File: src/rtl/mem_arb_pkg.sv
// Shared types for the unified memory port arbiter.
// State and owner encodings plus a reference NOP word.
package mem_arb_pkg;

  typedef enum logic [1:0] {
    IDLE,
    REQ,
    WAIT,
    DONE
  } state_t;

  typedef enum logic {
    OWN_IF,
    OWN_DM
  } owner_t;

  localparam logic [31:0] NOP_INSTR = 32'h00000013;

endpackage

File: src/rtl/mem_port_arbiter.sv
// Arbitrates fetch and data accesses onto one variable-latency memory port.
// One transaction in flight; fetch results cancelled by redirect are dropped.
module mem_port_arbiter
  import mem_arb_pkg::*;
#(
  parameter int ADDR_W = 32,
  parameter int DATA_W = 32
) (
  input  logic              i_clk,
  input  logic              i_reset,
  input  logic              i_if_req,
  input  logic [ADDR_W-1:0] i_if_addr,
  input  logic              i_redirect,
  output logic [DATA_W-1:0] o_if_rdata,
  output logic              o_if_valid,
  output logic              o_if_stall,
  input  logic              i_dm_req,
  input  logic              i_dm_we,
  input  logic [DATA_W/8-1:0] i_dm_be,
  input  logic [ADDR_W-1:0] i_dm_addr,
  input  logic [DATA_W-1:0] i_dm_wdata,
  output logic [DATA_W-1:0] o_dm_rdata,
  output logic              o_dm_valid,
  output logic              o_dm_stall,
  output logic              o_mem_req,
  output logic              o_mem_we,
  output logic [DATA_W/8-1:0] o_mem_be,
  output logic [ADDR_W-1:0] o_mem_addr,
  output logic [DATA_W-1:0] o_mem_wdata,
  input  logic              i_mem_gnt,
  input  logic              i_mem_rvalid,
  input  logic [DATA_W-1:0] i_mem_rdata
);

  localparam int BE_W = DATA_W / 8;

  state_t              r_state;
  state_t              w_next;
  owner_t              r_owner;
  logic                r_discard;
  logic                r_we;
  logic [BE_W-1:0]     r_be;
  logic [ADDR_W-1:0]   r_addr;
  logic [DATA_W-1:0]   r_wdata;
  logic [DATA_W-1:0]   r_rdata;

  logic w_take_dm;
  logic w_take_if;
  logic w_mem_req;
  logic w_if_valid;
  logic w_dm_valid;

  always_ff @(posedge i_clk or posedge i_reset) begin
    if (i_reset) r_state <= IDLE;
    else         r_state <= w_next;
  end

  always_comb begin
    w_next     = r_state;
    w_take_dm  = 1'b0;
    w_take_if  = 1'b0;
    w_mem_req  = 1'b0;
    w_if_valid = 1'b0;
    w_dm_valid = 1'b0;
    unique case (r_state)
      IDLE: begin
        if (i_dm_req) begin
          w_take_dm = 1'b1;
          w_next    = REQ;
        end else if (i_if_req && !i_redirect) begin
          w_take_if = 1'b1;
          w_next    = REQ;
        end
      end
      REQ: begin
        w_mem_req = 1'b1;
        if (i_mem_gnt) w_next = WAIT;
      end
      WAIT: begin
        if (i_mem_rvalid) w_next = DONE;
      end
      DONE: begin
        w_dm_valid = (r_owner == OWN_DM);
        w_if_valid = (r_owner == OWN_IF) && !r_discard && !i_redirect;
        w_next     = IDLE;
      end
      default: w_next = IDLE;
    endcase
  end

  always_ff @(posedge i_clk or posedge i_reset) begin
    if (i_reset) begin
      r_owner   <= OWN_IF;
      r_discard <= 1'b0;
      r_we      <= 1'b0;
      r_be      <= '0;
      r_addr    <= '0;
      r_wdata   <= '0;
      r_rdata   <= '0;
    end else begin
      if (w_take_dm) begin
        r_owner <= OWN_DM;
        r_we    <= i_dm_we;
        r_be    <= i_dm_be;
        r_addr  <= i_dm_addr;
        r_wdata <= i_dm_wdata;
      end else if (w_take_if) begin
        r_owner <= OWN_IF;
        r_we    <= 1'b0;
        r_be    <= '1;
        r_addr  <= i_if_addr;
        r_wdata <= '0;
      end
      // Stores complete with zero data so a stale load value never leaks.
      if (r_state == WAIT && i_mem_rvalid)
        r_rdata <= r_we ? '0 : i_mem_rdata;
      if (w_next == IDLE)
        r_discard <= 1'b0;
      else if (r_state != IDLE && r_owner == OWN_IF && i_redirect)
        r_discard <= 1'b1;
    end
  end

  assign o_mem_req   = w_mem_req;
  assign o_mem_we    = r_we;
  assign o_mem_be    = r_be;
  assign o_mem_addr  = r_addr;
  assign o_mem_wdata = r_wdata;
  assign o_if_rdata  = r_rdata;
  assign o_dm_rdata  = r_rdata;
  assign o_if_valid  = w_if_valid;
  assign o_dm_valid  = w_dm_valid;
  // A redirect never stalls so the PC can load the branch target.
  assign o_if_stall  = i_if_req && !w_if_valid && !i_redirect;
  assign o_dm_stall  = i_dm_req && !w_dm_valid;

endmodule

File: config.mk
export PLATFORM = sky130hd
export DESIGN_NAME = mem_port_arbiter
export DESIGN_NICKNAME = d
export VERILOG_FILES = /design/src/rtl/mem_arb_pkg.sv /design/src/rtl/mem_port_arbiter.sv
export SDC_FILE = /design/constraint.sdc
export NUM_CORES = 1
export LEC_CHECK = 0
export BUFFER_PORTS_ARGS = -buffer_cell sky130_fd_sc_hd__buf_2
export CORE_MARGIN = 3
export CORE_UTILIZATION = 45
export CTS_CLUSTER_DIAMETER = 40
export CTS_CLUSTER_SIZE = 14
export DETAILED_ROUTE_END_ITERATION = 8
export GPL_ROUTABILITY_DRIVEN = 0
export PLACE_DENSITY = 0.78
export SYNTH_ARGS = -nofsm -noshare
export SYNTH_HDL_FRONTEND = slang
export SYNTH_SLANG_ARGS = --single-unit
File: constraint.sdc
create_clock -name i_clk -period 4.7 [get_ports i_clk]
set_input_delay 0.94 -clock i_clk [delete_from_list [all_inputs] [get_ports i_clk]]
set_output_delay 0.94 -clock i_clk [all_outputs]
set_load 0.05 [all_outputs]
==> results.cfg, run 1 <==
[placed_design]
io_buffers = 277
place_inst = 780
dpl.hpwl_um = 10300
place_ws_ns = 1.558
post_dp_cell_area_mm2 = 0.006148

[global_route]
grt_pass1_wl_um = 22470
grt_max_degree = 70
grt_antenna_before_repair = 0
grt_pass1_vias = 4379
grt-ovfl-total = 0
track_usage_pct = 22.12

[clock_network]
cts_resized = 0
h-tree-depth = 3
ctsHoldBuffers = 0
clockBufferDepth = 2
postCtsSetupBuffers = 0
clk_pin_slew_ns = 0.11
clk_latency_ns = 0.36
clock_sinks = 105
cts_buffers = 9
cts_tree = built
cts_root_buf = clkbuf_8

[floorplanning]
die_w_um = 111.6
ioPinCount = 278
dieArea_mm2 = 0.01246
chipHeight_um = 111.6
rows = 37
initial_core_util_pct = 47.34
core_mm2 = 0.01060

[synth]
synth-compound-area-share_pct = 27.03
ys_seq_area_share_pct = 52.36
synth_xor_area_share_pct = 0
syn_inst = 430
syn_area_mm2 = 0.005019
synth_top_family_by_area = compound AO/OA/AOI/OAI gates
synthSimpleGateAreaFrac_pct = 10.97
ys_types = 31
yosysWarnings = 0
ys_seq_elements = 105
syn-num-nets = 570
synth.avg_cell_area_um2 = 11.67
synth_mux_area_share_pct = 0
synth_fa_ha_area_share_pct = 0

[sta]
setup_violations = 0
fin_crit_ns = 3.082
timing.slew.headroom_pct = 14.14
max_freq_ghz = 0.3244
hold_viol = 0
timing.final.crit_share_pct = 65.58
slew_viol_final = 0
fin_worst_skew_ns = 0.01616
timing.final.ws_setup_ns = 1.618
rsz0062_at_grt = false
setup_tns_ns = 0
worst_pin_slew_ns = 1.284

[finish]
finish.instance_area_mm2 = 0.006381
diodes = 0
fillCellCount = 890
layout_common_cells = buf_2 (277), dfrtp_1 (105), nand2_1 (35)
syn_to_final_growth_pct = 27.15
final_cells = 796
drive_above_1_share_pct = 50.76
nets = 795
final_common_cell = buf_2

[critical_path]
slowest_stage = buf_2
start_kind = input pin
path_common_cell = buf_2
max_stage_delay_ns = 0.57
crit_type = in2out
crit_arrival_ns = 2.14
path_cells = buf_2 > inv_2 > nor2_1 > buf_2
path_buf_inv = 3
path_max_fanout = 36
cp.required_ns = 3.76
end_kind = output pin
critPathTopFamily = buffers and inverters

[drt]
drc_errors = 0
wl_per_cell_um = 17.68
ant_nets = 0
post_drt_via_cell_ratio = 5.389
totalWireLength_um = 14080
drt_iter0_markers = 418
drt_first_pass_iters = 4
routed-via-count = 4290

[run]
maxCapViolCount = 0

[worst_hold_path]
min_path_type = reg2reg

[status]
outcome = finished clean
==> registers in the layout, summed over array words and instances, names as in the netlist <==
signal,flops
o_dm_rdata,32
o_mem_addr,32
o_mem_be,4
o_mem_wdata,32
o_mem_we,1
r_discard,1
r_owner,1
r_state,2
==> per-stage QoR <==
| step | utilization [%] | hold slack (ns) |
|---|---|---|
| after floorplan | - | 0.4884 |
| after global placement | 58.00 | 0.4678 |
| after detailed placement | 58.00 | 0.4751 |
| after CTS | 60.19 | 0.5027 |
| after global routing | 60.19 | 0.5221 |
| final | 60.19 | 0.5023 |
==> Yosys cell counts, drive strengths merged <==
cell / count / area [µm²]
dfrtp: 105 / 2628
buf: 61 / 442.9
nand2: 36 / 142.6
o21ai: 36 / 183.9
nor2: 35 / 138.9
a22o: 33 / 289.0
nand2b: 33 / 206.5
a2bb2oi: 32 / 455.4
o221a: 32 / 360.4
clkbuf: 7 / 26.28
inv: 4 / 15.01
o22a: 4 / 35.03
nor2b: 3 / 21.27
a21boi: 1 / 11.26
a21o: 1 / 7.510
a21oi: 1 / 5.000
and3: 1 / 6.260
nand3: 1 / 5.000
nand3b: 1 / 7.510
nor3: 1 / 16.27
nor4: 1 / 6.260
o311ai: 1 / 8.760
==> cell families after synthesis <==
group,count (synthesis)
flops,105
buf+inv,72
simple gates,112
compound gates,141
==> per-layer routing <==
metal  vias to the layer above  share of wire (%)  track usage (%)
li1                       1964                  -                -
met1                      2062                 39            27.60
met2                       248                 51            37.68
met3                        16                8.5            6.033
met4                         0                1.5            6.732
met5                         -                  0                0
==> path summary, 6_finish.rpt <==
kind                                               from                    endpoint  slack, ns  depth (start not counted)
worst max-delay path                           i_dm_req                  o_dm_stall       1.62                          4
worst max register to register     r_state[1]$_DFF_PP0_  o_mem_addr[16]$_DFFE_PP0P_       1.72                          4
min in group asynchronous                       i_reset  o_mem_addr[31]$_DFFE_PP0P_       0.74                          2
worst min register to register  o_mem_be[2]$_DFFE_PP0P_     o_mem_be[2]$_DFFE_PP0P_       0.50                          1
worst min-delay path            o_mem_be[2]$_DFFE_PP0P_     o_mem_be[2]$_DFFE_PP0P_       0.50                          1
max in group asynchronous                       i_reset   o_mem_addr[0]$_DFFE_PP0P_       2.95                          3
==> area by class of cell <==
| class | count | area (µm²) | share of cell area [%] |
|---|---|---|---|
| Clock inverter | 7 | 108.9 | 1.706 |
| Timing Repair Buffer | 282 | 1424 | 22.31 |
| Tap cell | 136 | 170.2 | 2.667 |
| Clock buffer | 9 | 123.9 | 1.941 |
| Inverter | 4 | 17.52 | 0.2745 |
| Multi-Input combinational cell | 253 | 1909 | 29.92 |
| Sequential cell | 105 | 2628 | 41.18 |
Power of run 1 is not shown: default switching activity piles up to over one toggle a cycle in this logic, so the estimate is an artifact.
==> run 2: changes to the inputs <==
Clock period 4.7 ns to 3.2 ns, I/O delays scaled along.
==> results.cfg, run 2 (synthesis results as in run 1) <==
[clock_network]
clock_sinks = 105
cts_buffers = 9
clockBufferDepth = 2
ctsHoldBuffers = 0
clk_latency_ns = 0.37
cts_tree = built
cts_resized = 0
cts_root_buf = clkbuf_8
h-tree-depth = 3
clk_pin_slew_ns = 0.12
postCtsSetupBuffers = 0

[drt]
ant_nets = 0
drc_errors = 0
drt_iter0_markers = 258
drt_first_pass_iters = 4
totalWireLength_um = 14010
routed-via-count = 4242
post_drt_via_cell_ratio = 5.296
wl_per_cell_um = 17.49

[sta]
rsz0062_at_grt = false
timing.slew.headroom_pct = 45.64
worst_pin_slew_ns = 0.8136
max_freq_ghz = 0.4459
setup_violations = 0
fin_worst_skew_ns = 0.02096
setup_tns_ns = 0
slew_viol_final = 0
fin_crit_ns = 2.243
hold_viol = 0
timing.final.crit_share_pct = 70.09

[floorplanning]
ioPinCount = 278
rows = 37
initial_core_util_pct = 47.34
chipHeight_um = 111.6
die_w_um = 111.6
core_mm2 = 0.01060
dieArea_mm2 = 0.01246

[critical_path]
path_cells = nand2_1 > nor4_2 > buf_2
crit_type = reg2out
max_stage_delay_ns = 0.56
path_max_fanout = 8
start_kind = flop
slowest_stage = dfrtp_1
path_buf_inv = 1
end_kind = output pin
cp.required_ns = 2.56
crit_arrival_ns = 1.60
critPathTopFamily = flip-flops

[status]
outcome = finished clean

[finish]
regArea_mm2 = 0.002628
drive_above_1_share_pct = 51.28
final_common_cell = buf_2
multi_input_area_mm2 = 0.001916
nets = 800
fillCellCount = 891
diodes = 0
syn_to_final_growth_pct = 28.37
layout_common_cells = buf_2 (277), dfrtp_1 (105), nand2_1 (35)

[global_route]
track_usage_pct = 22.05
grt_pass1_wl_um = 22430
grt_max_degree = 58
grt_pass1_vias = 4394
grt-ovfl-total = 0
grt_antenna_before_repair = 0

[placed_design]
io_buffers = 277
dpl.hpwl_um = 10690

[run]
maxCapViolCount = 0

[worst_hold_path]
min_path_type = in2async
## run 2: per-layer routing
metal	part of all wire [%]	wire length, µm	GRT usage (%)	up-vias
li1	-	-	-	1984
met1	39	5441	26.62	2018
met2	51	7198	38.64	218
met3	7.8	1087	5.163	22
met4	2.0	279	7.786	0
met5	0	0	0	-
## run 2: final cells by class
type / count / share of cell area, %
flip-flops and latches: 105 / 40.78
multi-input cells: 253 / 29.73
repair buffers: 287 / 22.88
well taps: 136 / 2.641
clock buffers: 9 / 1.923
clock inverters: 7 / 1.748
inverters: 4 / 0.2913
## run 2: final timing paths
check,start,to,slack (ns),cells after the start
min in group i_clk,i_dm_wdata[26],o_mem_wdata[26]$_DFFE_PP0P_,0.48,2
worst min-delay path,i_reset,o_mem_wdata[7]$_DFFE_PP0P_,0.40,2
worst min register to register,o_mem_be[3]$_DFFE_PP0P_,o_mem_be[3]$_DFFE_PP0P_,0.51,1
worst max register to register,r_state[1]$_DFF_PP0_,o_mem_addr[24]$_DFFE_PP0P_,1.11,4
max in group asynchronous,i_reset,o_mem_addr[23]$_DFFE_PP0P_,2.02,3
worst max-delay path,r_state[1]$_DFF_PP0_,o_if_valid,0.96,3
## run 2: per-stage QoR
stage	instance area [µm²]	util [%]	instances	setup slack, ns	hold slack, ns
after floorplan	5029	-	430	0.4037	0.5070
after global placement	6206	58.54	785	1.151	0.4686
after detailed placement	6206	58.54	785	1.144	0.4766
after CTS	6442	60.77	801	0.9262	0.4176
after global routing	6442	60.77	801	0.8044	0.4495
final	6442	60.77	801	0.9571	0.4026
Power of run 2 is left out for the same reason.
